$ cat src/rtl/align_samples_stream_pkg.sv
// rtl/align_samples_stream_pkg.sv - shared types and sample-alignment function for align_samples_stream
//
// Contents:
//   state_t    : FSM states IDLE / PRIME / RUN / FLUSH
//   cfg_t      : shift configuration {dir, shift}
//   samp_shift : builds one aligned output word from the current and previous input words
//
// samp_shift works on a fixed-width container (word_t) so it can serve any instance
// width; callers zero-extend their words into it and truncate the result back.
// Container limits: up to MAX_SPC samples per word and MAX_W bits per word.
package align_samples_stream_pkg;

  localparam int MAX_SPC = 16;
  localparam int MAX_W   = 1024;
  localparam int SHIFT_W = 4;

  typedef logic [MAX_W-1:0] word_t;

  typedef enum logic [1:0] {
    IDLE  = 2'd0,
    PRIME = 2'd1,
    RUN   = 2'd2,
    FLUSH = 2'd3
  } state_t;

  typedef struct packed {
    logic               dir;    // 0 = left (toward higher index), 1 = right
    logic [SHIFT_W-1:0] shift;  // shift amount in samples
  } cfg_t;

  // Left N : out[i] = cur[i-N] for i >= N, else prev[spc-N+i]
  // Right N: out[i] = prev[i+N] for i < spc-N, else cur[i-(spc-N)]
  // N = 0  : out = cur in either direction
  // Residual (flush) words are produced by passing cur = 0.
  function automatic word_t samp_shift(
    input word_t              cur,
    input word_t              prev,
    input logic               dir,
    input logic [SHIFT_W-1:0] shift,
    input int                 samp_w,
    input int                 spc
  );
    word_t res;
    word_t mask;
    word_t src;
    int    n;
    int    idx;
    res  = '0;
    mask = (word_t'(1) << samp_w) - word_t'(1);
    n    = int'(shift);
    for (int i = 0; i < MAX_SPC; i++) begin
      src = '0;
      idx = 0;
      if (i < spc) begin
        if (n == 0) begin
          src = cur;
          idx = i;
        end else if (!dir) begin
          if (i >= n) begin
            src = cur;
            idx = i - n;
          end else begin
            src = prev;
            idx = spc - n + i;
          end
        end else begin
          if (i < spc - n) begin
            src = prev;
            idx = i + n;
          end else begin
            src = cur;
            idx = i - (spc - n);
          end
        end
        res = res | (((src >> (idx * samp_w)) & mask) << (i * samp_w));
      end
    end
    return res;
  endfunction

endpackage

$ cat src/rtl/align_samples_mux.sv
// rtl/align_samples_mux.sv - combinational sample selection shared by the RUN and FLUSH paths
//
// Ports:
//   cur   in  SPC*SAMP_W  current input word (ignored when flush=1)
//   prev  in  SPC*SAMP_W  previous word of the packet (zero on the first word)
//   cfg   in  cfg_t       active direction and shift
//   flush in  1           produce the residual word of the stored last word
//   data  out SPC*SAMP_W  aligned word
module align_samples_mux
  import align_samples_stream_pkg::*;
#(
  parameter int SAMP_W = 16,
  parameter int SPC    = 4
) (
  input  logic [SPC*SAMP_W-1:0] cur,
  input  logic [SPC*SAMP_W-1:0] prev,
  input  cfg_t                  cfg,
  input  logic                  flush,
  output logic [SPC*SAMP_W-1:0] data
);

  localparam int W = SPC * SAMP_W;

  logic [W-1:0] cur_eff;

  // A residual word is the normal shift with an all-zero current word, which
  // gives the deterministic zero fill in the vacated samples.
  assign cur_eff = flush ? '0 : cur;

  assign data = W'(samp_shift(word_t'(cur_eff), word_t'(prev), cfg.dir, cfg.shift,
                              SAMP_W, SPC));

endmodule

$ cat src/rtl/align_samples_stream.sv
// rtl/align_samples_stream.sv - packet-aware sample aligner with valid/ready handshake and end-of-packet flush
//
// Ports:
//   clk, rst                      clock, asynchronous active-high reset
//   i_cfg_en, i_dir, i_shift      pending configuration write
//   i_tdata/i_tuser/i_tlast/i_tvalid/i_tready   input stream
//   o_tdata/o_tuser/o_tlast/o_tvalid/o_tready   output stream (single register stage)
//   o_pkt_count, o_flush_count    statistics, present only with ALIGN_SAMPLES_STREAM_STATS_EN
module align_samples_stream
  import align_samples_stream_pkg::*;
#(
  parameter int SAMP_W = 16,
  parameter int SPC    = 4,
  parameter int USER_W = 8
) (
  input  logic                    clk,
  input  logic                    rst,
  input  logic                    i_cfg_en,
  input  logic                    i_dir,
  input  logic [$clog2(SPC)-1:0]  i_shift,
  input  logic [SPC*SAMP_W-1:0]   i_tdata,
  input  logic [USER_W-1:0]       i_tuser,
  input  logic                    i_tlast,
  input  logic                    i_tvalid,
  output logic                    i_tready,
  output logic [SPC*SAMP_W-1:0]   o_tdata,
  output logic [USER_W-1:0]       o_tuser,
  output logic                    o_tlast,
  output logic                    o_tvalid,
  input  logic                    o_tready
`ifdef ALIGN_SAMPLES_STREAM_STATS_EN
  ,
  output logic [31:0]             o_pkt_count,
  output logic [31:0]             o_flush_count
`endif
);

  localparam int W = SPC * SAMP_W;

  state_t            state_q;
  cfg_t              pend_q;
  cfg_t              act_q;
  logic [W-1:0]      prev_q;
  logic [USER_W-1:0] last_user_q;

  cfg_t              cfg_use;
  logic              shift_zero;
  logic              right;
  logic              out_room;
  logic              in_fire;
  logic [W-1:0]      mux_prev;
  logic [W-1:0]      mux_data;

  // In IDLE the beat being accepted is a packet's first word, so it is shifted
  // with the pending config (which becomes active on that same edge).
  assign cfg_use    = (state_q == IDLE) ? pend_q : act_q;
  assign shift_zero = (cfg_use.shift == '0);
  assign right      = cfg_use.dir;

  assign out_room = !o_tvalid || o_tready;
  assign i_tready = !rst && (state_q != FLUSH) && out_room;
  assign in_fire  = i_tvalid && i_tready;

  // No earlier word exists on a packet's first beat: left shifts fill with zero.
  assign mux_prev = (state_q == IDLE) ? '0 : prev_q;

  align_samples_mux #(
    .SAMP_W (SAMP_W),
    .SPC    (SPC)
  ) u_mux (
    .cur   (i_tdata),
    .prev  (mux_prev),
    .cfg   (cfg_use),
    .flush (state_q == FLUSH),
    .data  (mux_data)
  );

  always_ff @(posedge clk or posedge rst) begin
    if (rst) begin
      state_q     <= IDLE;
      pend_q      <= '0;
      act_q       <= '0;
      prev_q      <= '0;
      last_user_q <= '0;
      o_tvalid    <= 1'b0;
      o_tlast     <= 1'b0;
      o_tdata     <= '0;
      o_tuser     <= '0;
    end else begin
      if (i_cfg_en) begin
        pend_q.dir   <= i_dir;
        pend_q.shift <= SHIFT_W'(i_shift);
      end

      // Output slot empties when consumed; reloaded below if a beat is produced.
      if (out_room) begin
        o_tvalid <= 1'b0;
      end

      if (in_fire) begin
        prev_q      <= i_tdata;
        last_user_q <= i_tuser;
        if (state_q == IDLE) begin
          act_q <= pend_q;
        end
        // A right shift's first word only primes prev; it produces no beat.
        if ((state_q != IDLE) || !right || shift_zero) begin
          o_tvalid <= 1'b1;
          o_tdata  <= mux_data;
          o_tuser  <= i_tuser;
          o_tlast  <= i_tlast && shift_zero;
        end
        if (i_tlast) begin
          state_q <= shift_zero ? IDLE : FLUSH;
        end else if ((state_q == IDLE) && right && !shift_zero) begin
          state_q <= PRIME;
        end else begin
          state_q <= RUN;
        end
      end else if ((state_q == FLUSH) && out_room) begin
        o_tvalid <= 1'b1;
        o_tdata  <= mux_data;
        o_tuser  <= last_user_q;
        o_tlast  <= 1'b1;
        state_q  <= IDLE;
      end
    end
  end

`ifdef ALIGN_SAMPLES_STREAM_STATS_EN
  always_ff @(posedge clk or posedge rst) begin
    if (rst) begin
      o_pkt_count   <= '0;
      o_flush_count <= '0;
    end else begin
      if (o_tvalid && o_tready && o_tlast) begin
        o_pkt_count <= o_pkt_count + 32'd1;
      end
      if ((state_q == FLUSH) && out_room) begin
        o_flush_count <= o_flush_count + 32'd1;
      end
    end
  end
`endif

endmodule

$ cat config.mk
export PLATFORM = sky130hd
export DESIGN_NAME = align_samples_stream
export DESIGN_NICKNAME = d
export VERILOG_FILES = /design/src/rtl/align_samples_stream_pkg.sv /design/src/rtl/align_samples_mux.sv /design/src/rtl/align_samples_stream.sv
export SDC_FILE = /design/constraint.sdc
export NUM_CORES = 1
export LEC_CHECK = 0
export BUFFER_PORTS_ARGS = -buffer_cell sky130_fd_sc_hd__buf_2
export CAP_MARGIN = 20
export CELL_PAD_IN_SITES_DETAIL_PLACEMENT = 0
export CELL_PAD_IN_SITES_GLOBAL_PLACEMENT = 1
export CORE_AREA = 2 2 177 222
export DETAILED_ROUTE_END_ITERATION = 6
export DIE_AREA = 0 0 179 224
export GPL_TIMING_DRIVEN = 0
export PLACE_DENSITY = 0.7
export SYNTH_ARGS = -nofsm -noshare
export SYNTH_HDL_FRONTEND = slang
export SYNTH_SLANG_ARGS = --single-unit
$ cat constraint.sdc
create_clock -name clk -period 5.3 [get_ports clk]
set_input_delay 0.53 -clock clk [delete_from_list [all_inputs] [get_ports clk]]
set_output_delay 0.53 -clock clk [all_outputs]
set_load 0.005 [all_outputs]
After elaboration in Yosys (flattened, before gate mapping)
Index checks and enable logic that the tools add are counted.
- bits in registers: 156
- latch bits: 0
- RAM bits: 0
- ROM bits: 0
- input port bits: 81
- output and inout port bits: 75
- logic and storage cells: 117
- memories kept: 0
- add/subtract/negate cells: 15
- $mul: 0
- div/mod/pow operators: 0
- magnitude comparators: 8
- equal/unequal tests: 3
- shift operators: 4
- multiplexer cells: 53
- bitwise operators: 3
- reductions and logical operators: 20
- operators by type and width (cell ; count):
    $mux W1024 ; 8
    $shr A1024 B32 Y16 ; 4
    $mux W64 ; 13
    $mux W28 ; 16
    $or A64 B48 Y64 ; 1
    $or A64 B64 Y64 ; 1
    $or A16 B32 Y32 ; 1
    $mux W8 ; 3
    $add A5 B3 Y6 const B ; 2
    $sub A3 B5 Y6 const A ; 2
    $add A2 B4 Y5 const A ; 2
    $lt A3 B5 Y1 const A ; 2
    $mux W2 ; 5
    $sub A1 B4 Y5 const A ; 2
    $sub A2 B4 Y5 const A ; 2
    $ge A1 B4 Y1 const A ; 2
    $ge A2 B4 Y1 const A ; 2
    $logic_not A4 Y1 ; 2
    $logic_and A1 B1 Y1 ; 7
    $mux W1 ; 7
    $add A5 B2 Y6 const B ; 1
    $sub A1 B5 Y6 const A ; 1
    $sub A2 B5 Y6 const A ; 1
    $add A1 B4 Y5 const A ; 1
    other kinds (12) ; 18

Logic depth before layout (Yosys ltp)
Gate-level depths: netlist of run 1.
- depth in word-level cells: 13
- mapped depth: 28

By module
Synthesis of run 1 repeated with hierarchy kept, for this count alone.
- cell total of the unflattened synthesis: 1571
- area total of the unflattened synthesis: 13794.5 um^2
- by module, submodules not included (module ; times used ; cells an instance ; area each (um^2)):
    align_samples_mux ; 1 ; 1145 ; 7424.6
    align_samples_stream ; 1 ; 426 ; 6369.9

Worst setup path before layout of run 1
OpenSTA, ideal clock, no wires.
- path kind: input -> register
- start point: input rst
- end point: register o_tuser[0]
- setup time: 117 ps
- arrival: 5405 ps
- slack: -222 ps
- cell stages on the path: 8
- buffers on the path: 2
- cell sequence: inv_1 > and3_1 > and2_1 > clkbuf_1 > buf_2 > mux2_2 > nand2_1 > nand2_1
- word-level cells in the longest chain between the ends: 6
- elaborated cells on any way between the ends: 8
- those cells by class: eq/ne: 1; mux: 1; reduce/logical: 6
- RTL lines (what ; RTL line ; RTL):
    start, declared ; align_samples_stream.sv:17 ; input logic rst,
    $logic_not A1 Y1 (no source line) (*) ; -- ;
    $logic_and A1 B1 Y1 (*) (2 in a row) ; align_samples_stream.sv:61 ; assign i_tready = !rst && (state_q != FLUSH) && out_room;
    net i_tready ; align_samples_stream.sv:25 ; output logic i_tready,
    $logic_and A1 B1 Y1 (*) ; align_samples_stream.sv:62 ; assign in_fire = i_tvalid && i_tready;
    $ne A2 B1 Y1 (no source line) / $reduce_bool A2 Y1 (equally long branches) ; -- ;
    $reduce_and A2 Y1 (no source line) ; -- ;
    end signal, assigned ; align_samples_stream.sv:110 ; o_tuser <= i_tuser;
    end signal, assigned ; align_samples_stream.sv:123 ; o_tuser <= last_user_q;
    end, declared ; align_samples_stream.sv:27 ; output logic [USER_W-1:0] o_tuser,
Mark *: on every way through the listed nets, which the timed path passes. The rest lies on a longest branch.
A chain may end at the register's enable or synchronous reset.

Worst setup path in the final report of run 1
- start point: register pend_q[0] (netlist name)
- end point: register o_tdata[44]
- word-level cells in the longest chain between the ends: 11
- elaborated cells on any way between the ends: 27
- those cells by class: add/sub: 5; order compare: 2; eq/ne: 1; shift: 1; mux: 12; bitwise: 2; reduce/logical: 4
- RTL lines (what ; RTL line ; RTL):
    start, declared ; align_samples_stream.sv:41 ; cfg_t pend_q;
    $mux W5 (*) ; -- ;
    $sub A3 B4 Y5 ; align_samples_stream_pkg.sv:64, align_samples_stream_pkg.sv:67, align_samples_stream_pkg.sv:72 ;
    $add A5 B3 Y6 (tied with other cells) ; align_samples_stream_pkg.sv:64 ; idx = spc - n + i;
    $mux W28 (tied with other cells) ; align_samples_stream_pkg.sv:59 ; if (i >= n) begin
    $mux W28 / $mux W1024 (equally long branches) ; align_samples_stream_pkg.sv:58 ; end else if (!dir) begin
    $mux W28 / $mux W1024 (equally long branches) ; align_samples_stream_pkg.sv:55 ; if (n == 0) begin
    $shr A1024 B32 Y16 ; align_samples_stream_pkg.sv:75 ; res = res | (((src >> (idx * samp_w)) & mask) << (i * samp_w));
    $or A64 B48 Y64 ; align_samples_stream_pkg.sv:75 ;
    $or A64 B64 Y64 ; align_samples_stream_pkg.sv:75 ;
    $mux W64, on equally long branches ; align_samples_stream.sv:120, align_samples_stream.sv:107 ;
    $mux W64 ; align_samples_stream.sv:100 ; if (in_fire) begin
    end signal, assigned ; align_samples_stream.sv:109 ; o_tdata <= mux_data;
    end signal, assigned ; align_samples_stream.sv:122 ; o_tdata <= mux_data;
    end, declared ; align_samples_stream.sv:26 ; output logic [SPC*SAMP_W-1:0] o_tdata,
Every way passes the cells marked *; elsewhere a longest branch is shown, timed or not. The select of a mux whose other input is x is not followed.

==> out/metrics.cfg, run 1 <==
[sta]
period_share_pct = 97.7
skew_ps = 22.1
worstMarginPinSlew_ps = 1090
slew_violations = 0
hold_viol = 0
fin_setup_tns_ps = 0
finalWorstSetupSlack_ps = 124
slew_headroom_pct = 27.3
setup_viol = 0
post-route-min-period_ps = 5180
fmax_mhz = 193

[yosys]
avgSynthCellArea_um2 = 8.34
synth_ff_type = dfrtp_1
synth_seq_cells = 156
synth_fp_nets = 1678
syn-cell-area_um2 = 13200
syn-instance-count = 1581
synth-seq-area-share_pct = 29.6
synthArstFlopShare_pct = 100
yosys_warnings = 0
synth_cell_types = 89
synth_edf_count = 0

[cts]
clkSinkCount = 156
clock_latency_ps = 490
numCtsBuffers = 17
ctsLongestPathBuffers = 2
cts_tree = built
cts-root-buf = clkbuf_16
clkTransAtPathRegs_ps = 80
cts_htree_levels = 4

[placement]
io_buffers = 155
dpl.hpwl_um = 57900
preCtsSetupSlack_ps = -2640
place.gp.congestion = 1.02
postPlaceCellArea_um2 = 14700

[setup_path]
end_kind = flip-flop
worst_path_largest_cell_delay_ps = 450
critPathArrivalTime_ps = 5560
path_delay_family = buffers and inverters
worstPathMaxFanout = 20
cp-start-kind = flip-flop
cp.required_ps = 5690
reg2regPathDepth = 23
path_common_cell = buf_4
crit_buf_inv = 8
worst_path_max_delay_cell = dfrtp_1
critical_path_class = flip-flop to flip-flop
cp_cell_sequence = or3b_4 > nand2_2 > inv_2 > buf_6 > ha_1 > buf_4 > clkinvlp_4 > xnor2_4 > ha_1 > buf_4 > inv_2 > nor2_4 > xnor2_1 > nor2_1 > ha_1 > buf_4 > nor2_4 > buf_4 > a221oi_1 > o21ai_2 > o211ai_1 > a21oi_1 > a2bb2oi_1
cp.depth = 23

[global_route]
grt.total_usage_pct = 37.9
grt_pass1_vias = 14700
antenna_found_initial = 3
grt_max_degree = 35
overflow = 0
grt_pass1_wl_um = 106000

[die]
rows = 80
io_pins = 156
start_util_pct = 34.7
die_y_um = 224
die-area_um2 = 40100
die_w_um = 179
core_um2 = 37900

[flow_run]
cap_violations = 0

[route]
num_vias = 15000
final_antenna_net_count = 0
wirelength_um = 75600
routedWlPerCell_um = 33.2
first_pass_iters = 5
vias_per_cell = 6.60
drc = 0
drt-initial-drc-count = 1733

[final_layout]
fin_area_um2 = 15500
fin_nets = 1865
drive_gt1_share_pct = 25.7
antennaDiodeCount = 0
syn2layout_area_growth_pct = 17.9
fin_util_pct = 40.9

[status]
status = complete, no violations

[worst_hold_path]
hold_path.class = input port to async pin

-- layout by cell type, fill, tap and decap left out, types with 26 or more instances in the layout --
master      n
nand2_1   260
buf_2     214
dfrtp_1   156
mux2i_1   119
nand3_1    95
nor2_1     94
mux2_2     92
o21ai_0    86
a21oi_1    60
o211ai_1   47
clkbuf_1   45
buf_4      28
a31oi_1    26
o311ai_0   26
-- cells in the mapped netlist, drive strengths merged (6+ instances only) --
cell     count  share of area (%)
ha          16                1.5
a21o         6               0.35
o21a        11               0.68
dfrtp      156                 30
nand4        9               0.52
clkbuf      50                1.4
o31ai        8               0.53
o311ai      35                2.4
a311oi       8               0.53
nor3        18               0.80
o22ai       19                1.0
inv         14               0.40
o221ai      14                1.0
nand2      262                7.5
nand2b       9               0.54
nand3       95                3.6
a2bb2oi     12               0.80
o21ai      120                4.6
mux4         6                1.0
and3        20               0.95
mux2        94                8.1
buf         95                3.9
a32o        22                1.7
mux2i      119                9.0
a21oi       64                2.5
a221oi      23                1.5
o211ai      49                2.9
xnor2        9               0.60
nor2       101                3.0
a31oi       26                1.2
a22oi       20                1.2
-- worst paths after layout --
check | startpoint | to | slack (ps)
max in group asynchronous | rst | o_tdata[11] | 4140
worst min-delay path | rst | o_tvalid | 200
worst max register to register | pend_q[0] | o_tdata[44] | 120
worst min register to register | o_tuser[7] | o_tuser[7] | 470
min in group clk | i_shift[1] | pend_q[1] | 250
worst max-delay path | pend_q[0] | o_tdata[44] | 120
-- logic make-up after synthesis --
logic type               count (synthesis)  synth area share [%]
multiplexers                           219                  18.1
AO/OA/AOI/OAI                          479                  25.7
XOR/XNOR                                11                 0.731
AND/OR/NAND/NOR                        541                  18.5
buffers and inverters                  159                  5.77
flip-flops                             156                  29.6
adder cells (fa/ha/maj)                 16                  1.52
-- per-layer routing --
metal  global-route usage, %  part of all wire (%)  wire length (um)  vias to the layer above
met2                    58.9                    45             34100                      925
met5                       0                 0.040                30                        -
met3                    7.08                   7.2              5480                      296
met4                    31.8                    10              7800                        4
met1                    44.9                    37             28200                     7434
li1                        -                     -                 -                     6336
-- area by class of cell --
| type | count | area [um^2] |
|---|---|---|
| Fill cell | 4005 | 22400 |
| Clock inverter | 12 | 101 |
| Tap cell | 492 | 616 |
| Sequential cell | 156 | 3900 |
| Inverter | 14 | 66.3 |
| Timing Repair Buffer | 171 | 946 |
| Clock buffer | 20 | 447 |
| Buffer | 142 | 748 |
| Multi-Input combinational cell | 1266 | 8710 |
-- metrics by stage --
stage / cells / hold WS (ps)
6_report: 2273 / 196
5_1_grt: 2273 / 266
4_1_cts: 2269 / 225
3_5_place_dp: 2232 / 456
3_3_place_gp: 2228 / 460
2_1_floorplan: 1581 / 470
-- registers in the layout (all words and copies together) (netlist names) --
signal / cells
o_tlast: 1
last_user_q: 8
state_q: 2
o_tuser: 8
o_tvalid: 1
act_q: 5
prev_q: 64
o_tdata: 64
pend_q: 3
-- worst reg2reg max path, cell delays in order, from the launching register on --
cell        delay (ps)
dfrtp_1            450
or3b_4             330
nand2_2            130
inv_2              240
buf_6              320
ha_1               200
buf_4              200
clkinvlp_4         200
xnor2_4            230
ha_1               180
buf_4              210
inv_2               90
nor2_4             150
xnor2_1            130
nor2_1              50
ha_1               350
buf_4              220
nor2_4             190
buf_4              230
a221oi_1           110
o21ai_2            290
o211ai_1           130
a21oi_1            220
a2bb2oi_1          220
-- what timing repair did --
action,4_1_cts,5_1_grt
pin swaps,5,4
hold buffers,0,0
gates resized for setup,58,25
endpoints found under the setup margin,49,32
buffers inserted,7,5
Power of run 1 is not shown: default switching activity piles up to over one toggle a cycle in this logic, so the estimate is an artifact.
==> inputs of run 2 (changes only) <==
--- a/config.mk
+++ b/config.mk
@@ -5,15 +5,16 @@
 export SDC_FILE = /design/constraint.sdc
 export NUM_CORES = 1
 export LEC_CHECK = 0
+export ABC_AREA = 1
 export BUFFER_PORTS_ARGS = -buffer_cell sky130_fd_sc_hd__buf_2
 export CAP_MARGIN = 20
 export CELL_PAD_IN_SITES_DETAIL_PLACEMENT = 0
 export CELL_PAD_IN_SITES_GLOBAL_PLACEMENT = 1
-export CORE_AREA = 2 2 177 222
+export CORE_AREA = 2 2 186 234
 export DETAILED_ROUTE_END_ITERATION = 6
-export DIE_AREA = 0 0 179 224
+export DIE_AREA = 0 0 188 236
 export GPL_TIMING_DRIVEN = 0
-export PLACE_DENSITY = 0.7
+export PLACE_DENSITY = 0.74
 export SYNTH_ARGS = -nofsm -noshare
 export SYNTH_HDL_FRONTEND = slang
 export SYNTH_SLANG_ARGS = --single-unit
==> run 2 against run 1 <==
The run now ends with DRC left; non-clock buffer count grew 19; register-to-register slack gained 140 ps; final area grew 9.0%; clock skew shrank 3.1 ps; hold slack lost 190 ps; setup slack gained 140 ps; fmax grew 2.8%; largest cell class unchanged; cell count grew 44%; die area grew 11%; via count grew 27%.
==> out/metrics.cfg, run 2 <==
[final_layout]
fin_area_um2 = 16900  ; +9.0%
final_common_cell = nand2_1
drive_gt1_share_pct = 13.6  ; -12 points
fin_nets = 2799  ; +50%
final_cell_mix = nand2_1 (931), o21ai_0 (315), inv_1 (236)
nFillCells = 4809  ; +20%
antennaDiodeCount = 0  ; unchanged
syn2layout_area_growth_pct = 16.1
top_regs = o_tdata x64, prev_q x64

[route]
wl_met3_um = 9750  ; +78%
final_antenna_net_count = 0  ; unchanged
num_vias = 19000  ; +27%
route.met2.wl_um = 39800  ; +17%
wirelength_um = 95300  ; +26%
drc = 1  ; +1
routedLengthMet1_um = 37000  ; +31%
routedWlPerCell_um = 29.1  ; -13%
first_pass_iters = 7  ; +2
drt-initial-drc-count = 2821  ; +63%
maxUsedRoutingLayer = met5
vias_per_cell = 5.81  ; -12%

[flow_run]
cap_violations = 0  ; unchanged

[die]
core_um2 = 42400  ; +12%
io_pins = 156  ; unchanged
die_w_um = 188  ; +5.0%
start_util_pct = 34.4  ; -0.34 points
die-area_um2 = 44400  ; +11%
rows = 85  ; +6.3%
die_y_um = 236  ; +5.4%

[placement]
dpl.hpwl_um = 74500  ; +29%
postPlaceCellArea_um2 = 16100  ; +10%
place.gp.congestion = 1.07  ; +4.1%
io_buffers = 155  ; unchanged

[yosys]
synthArstFlopShare_pct = 100  ; unchanged
syn-cell-area_um2 = 14600  ; +11%
synth_fp_nets = 2622  ; +56%
synth-seq-area-share_pct = 26.7  ; -2.9 points
netlist.area_leader.share_pct = 26.7  ; -2.9 points
yosysTopAreaCell = dfrtp_1
yosys_warnings = 0  ; unchanged
synth_top_cells_by_count = nand2_1 (934), o21ai_0 (315), inv_1 (238)
avgSynthCellArea_um2 = 5.78  ; -31%
synth.most_common_cell = nand2_1
synth_ff_type = dfrtp_1
synth_seq_cells = 156  ; unchanged
synth_cell_types = 45  ; -49%
netlist_top_cells_area = dfrtp_1 (27%), nand2_1 (24%), o21ai_0 (11%)
syn-instance-count = 2525  ; +60%
synth_edf_count = 0  ; unchanged

[status]
status = finished, violations left
violations = DRC

[worst_hold_path]
hold_path.class = input port to async pin

[global_route]
grt.total_usage_pct = 42.5  ; +4.5 points
antenna_found_initial = 2  ; -1
grt_pass1_wl_um = 132000  ; +24%
grt_pass1_vias = 17700  ; +21%
grt_max_degree = 121  ; +250%
overflow = 0  ; unchanged

[cts]
ctsLongestPathBuffers = 2  ; unchanged
cts_tree = built
clkSinkCount = 156  ; unchanged
clkTransAtPathRegs_ps = 80  ; about the same
clock_latency_ps = 500  ; about the same
cts_htree_levels = 4  ; unchanged
numCtsBuffers = 17  ; unchanged
cts-root-buf = clkbuf_16

[sta]
period_share_pct = 95.0  ; -2.7 points
slew_headroom_pct = 19.2  ; -8.2 points
worstMarginPinSlew_ps = 1210  ; +123 ps
post-route-min-period_ps = 5040  ; -141 ps
hold_viol = 0  ; unchanged
slew_violations = 0  ; unchanged
setup_viol = 0  ; unchanged
fmax_mhz = 199  ; +2.8%
rsz0062_at_grt = no
skew_ps = 19.1  ; -3.09 ps

[setup_path]
worst_path_max_delay_cell = dfrtp_2
cp.required_ps = 5680  ; about the same
path_common_cell = inv_1
critPathArrivalTime_ps = 5420  ; -140 ps
critical_path_class = flip-flop to flip-flop
worstPathMaxFanout = 15  ; -25%
worst_path_largest_cell_delay_ps = 440  ; about the same
cp-start-kind = flip-flop
end_kind = flip-flop

==> run 2: cell count changes in the layout (fill, tap and decap cells not counted), moves of 33 or more <==
cell / before / now
mux2_2: 92 / 2
o21ai_0: 86 / 315
nor2_1: 94 / 191
o211ai_1: 47 / 80
inv_1: 7 / 236
mux2i_1: 119 / 0
nand3_1: 95 / 168
nand2_1: 260 / 931
==> run 2: timing repair <==
action | in CTS | in global routing
hold buffers | 0 | 0
setup endpoints to repair | 38 | 32
pin swaps | 3 | 3
gates resized for setup | 44 | 20
setup buffers | 0 | 3
gates cloned | 0 | 1
==> run 2: cell families after synthesis <==
group	count (synthesis)	share of synthesized area, %
compound gates	549	20.9
xor+xnor	4	0.240
fa+ha+maj	16	1.37
buf+inv	428	12.2
flops	156	26.7
mux	2	0.154
simple gates	1370	38.4
==> run 2: through the flow <==
| stage | hold WS [ps] | util (%) | setup TNS [ps] | setup slack (ps) | std cells |
|---|---|---|---|---|---|
| floorplan | 444 | - | 0 | 563 | 2525 |
| global placement | 456 | 37.9 | -253220 | -1870 | 3245 |
| detailed placement | 460 | 38.0 | -39780 | -1850 | 3248 |
| CTS | 21.0 | 39.7 | 0 | 34.4 | 3277 |
| global route | 34.7 | 39.9 | 0 | 12.8 | 3280 |
| finish | 8.24 | 39.9 | 0 | 265 | 3280 |
==> run 2: worst paths after layout <==
kind,from,endpoint,slack [ps],cells past startpoint
min reg2reg,o_tdata[28],o_tdata[28],470,2
max in group asynchronous,rst,o_tdata[26],4250,3
min,rst,prev_q[4],8,2
min in group clk,i_shift[0],pend_q[0],240,3
max,state_q[0],o_tdata[19],260,27
max reg2reg,state_q[0],o_tdata[19],260,27
==> run 2: layout make-up <==
cell class	instances	area (um^2)	share of cell area, %
Sequential cell	156	3910	23.1
Timing Repair Buffer	162	877	5.18
Tap cell	565	707	4.17
Inverter	254	963	5.69
Multi-Input combinational cell	1941	9000	53.1
Buffer	170	895	5.28
Clock inverter	15	168	0.990
Clock buffer	17	425	2.51
==> run 2: worst max-delay path, delay by kind of cell (launching register included) <==
kind / cells / cell delay (ps)
compound gates: 2 / 400
simple gates: 12 / 1730
fa+ha+maj: 3 / 860
flops: 1 / 440
xor+xnor: 1 / 160
buf+inv: 9 / 1290
==> run 2: metal layers <==
layer / up-vias / GRT usage, %
met5: - / 0
met4: 2 / 32.6
met3: 318 / 9.82
met2: 1331 / 62.7
met1: 8896 / 53.4
li1: 8496 / -
Power of run 2 is left out for the same reason.
==> inputs of run 3 (changes only) <==
--- a/config.mk
+++ b/config.mk
@@ -10,9 +10,9 @@
 export CAP_MARGIN = 20
 export CELL_PAD_IN_SITES_DETAIL_PLACEMENT = 0
 export CELL_PAD_IN_SITES_GLOBAL_PLACEMENT = 1
-export CORE_AREA = 2 2 186 234
+export CORE_AREA = 3 3 187 235
 export DETAILED_ROUTE_END_ITERATION = 6
-export DIE_AREA = 0 0 188 236
+export DIE_AREA = 0 0 190 238
 export GPL_TIMING_DRIVEN = 0
 export PLACE_DENSITY = 0.74
 export SYNTH_ARGS = -nofsm -noshare
==> run 3 against run 2 <==
The run now ends clean; clock skew decreased by 5.6 ps; core utilization rose by 0.58 points; global-route usage is 0.56 points lower; cell count barely moved; non-clock buffer count up 2; via count is 0.71% higher; highest routed layer unchanged.
==> out/metrics.cfg, run 3 (same netlist as run 2, synthesis figures left out) <==
[placement]
place.gp.congestion = 1.09  ; +1.8%
dpl.hpwl_um = 75900  ; +1.9%
postPlaceCellArea_um2 = 16200  ; +0.16%
io_buffers = 155  ; unchanged
place_inst = 3244  ; -0.12%

[route]
num_vias = 19200  ; +0.71%
wirelength_um = 96800  ; +1.6%
routedWlPerCell_um = 29.5  ; +1.6%
vias_per_cell = 5.85  ; +0.81%
drt-initial-drc-count = 2672  ; -5.3%
drc = 0  ; -1
final_antenna_net_count = 0  ; unchanged
first_pass_iters = 6  ; -1

[global_route]
overflow = 0  ; unchanged
grt_pass1_vias = 17800  ; +0.12%
grt_pass1_wl_um = 133000  ; +0.80%
grt.total_usage_pct = 41.9  ; -0.56 points
grt_max_degree = 97  ; -20%
antenna_found_initial = 5  ; +3

[cts]
clock_latency_ps = 490  ; about the same
clkTransAtPathRegs_ps = 70  ; about the same
clkSinkCount = 156  ; unchanged
numCtsBuffers = 17  ; unchanged
cts_htree_levels = 4  ; unchanged
cts_tree = built
cts-root-buf = clkbuf_16
ctsLongestPathBuffers = 2  ; unchanged
postCtsHoldBufs = 0  ; unchanged

[setup_path]
critPathArrivalTime_ps = 5610  ; +190 ps
worst_path_max_delay_cell = dfrtp_1
path_delay_family = simple AND/OR/NAND/NOR gates
cp-start-kind = flip-flop
worstPathMaxFanout = 19  ; +4
worst_path_largest_cell_delay_ps = 440  ; about the same
crit_buf_inv = 10  ; +1
critical_path_class = flip-flop to flip-flop
cp.required_ps = 5730  ; +50 ps
path_common_cell = nand2_1
end_kind = flip-flop

[flow_run]
cap_violations = 0  ; unchanged

[final_layout]
multi_input_area_um2 = 9010  ; +0.11%
drive_gt1_share_pct = 13.7  ; +0.14 points
fin_area_um2 = 17000  ; +0.27%
top_regs = o_tdata x64, prev_q x64
syn2layout_area_growth_pct = 16.4
regArea_um2 = 3900  ; about the same
fin_nets = 2801  ; +0.071%
final_cell_mix = nand2_1 (929), o21ai_0 (313), inv_1 (237)
final_cells = 3277  ; -0.091%
final_common_cell = nand2_1
nFillCells = 4802  ; -0.15%

[die]
io_pins = 156  ; unchanged
die_y_um = 238  ; +0.85%
die_w_um = 190  ; +1.1%
rows = 84  ; -1.2%
core_um2 = 41900  ; -1.2%
start_util_pct = 34.8  ; +0.41 points
die-area_um2 = 45200  ; +1.9%

[sta]
setup_viol = 0  ; unchanged
hold_viol = 0  ; unchanged
fmax_mhz = 193  ; -2.8%
fin_setup_tns_ps = 0  ; unchanged
slew_headroom_pct = 21.2  ; +2.1 points
slew_violations = 0  ; unchanged
period_share_pct = 97.8  ; +2.8 points
whs_ps = 71.6  ; +63.3 ps
rsz0062_at_grt = no
post-route-min-period_ps = 5180  ; +147 ps
skew_ps = 13.5  ; -5.57 ps
worstMarginPinSlew_ps = 1180  ; -30.9 ps

[worst_hold_path]
hold_path.class = input port to async pin

[status]
status = complete, no violations

[run 3: cell types whose count changed in the layout (fill, tap and decap cells not counted), sizes merged]
cell / change
inv: -1
bufinv: +2
diode: +1
clkinv: -1
buf: +2
[run 3: per-layer routing]
metal,GRT usage (%),vias up,routed length [um]
li1,-,8497,-
met2,63.9,1339,41500
met3,11.6,332,10300
met4,29.2,2,8250
met5,0,-,13
met1,51.0,9009,36800
[run 3: path summary, 6_finish.rpt]
kind | from | end | slack [ps] | cells after the start
worst max-delay path | state_q[0] | o_tdata[35] | 120 | 30
max in group asynchronous | rst | o_tdata[0] | 4290 | 3
worst min-delay path | rst | prev_q[9] | 70 | 2
min in group clk | i_shift[0] | pend_q[0] | 240 | 3
worst max register to register | state_q[0] | o_tdata[35] | 120 | 30
worst min register to register | o_tdata[14] | o_tdata[14] | 480 | 2
[run 3: repair_timing]
item                                    4_1_cts  5_1_grt
pin swaps                                     1        4
endpoints found under the setup margin       36       32
buffers inserted                              0        3
resized for setup                            37       33
[run 3: cell type report]
class	instances	area share, %
sequential	156	23.0
antenna	1	0.0147
clock buffer	17	2.50
clock inverter	15	1.18
tap	559	4.12
multi-input combinational	1941	53.0
inverter	254	5.67
buffer	170	5.21
timing repair buffer	164	5.28
[run 3: metrics by stage]
step | setup WS, ps | utilization [%]
floorplan | 563 | -
global placement | -1860 | 38.3
detailed placement | -1810 | 38.6
CTS | 7.20 | 40.3
global route | 24.1 | 40.5
finish | 118 | 40.5
Power of run 3 is left out for the same reason.
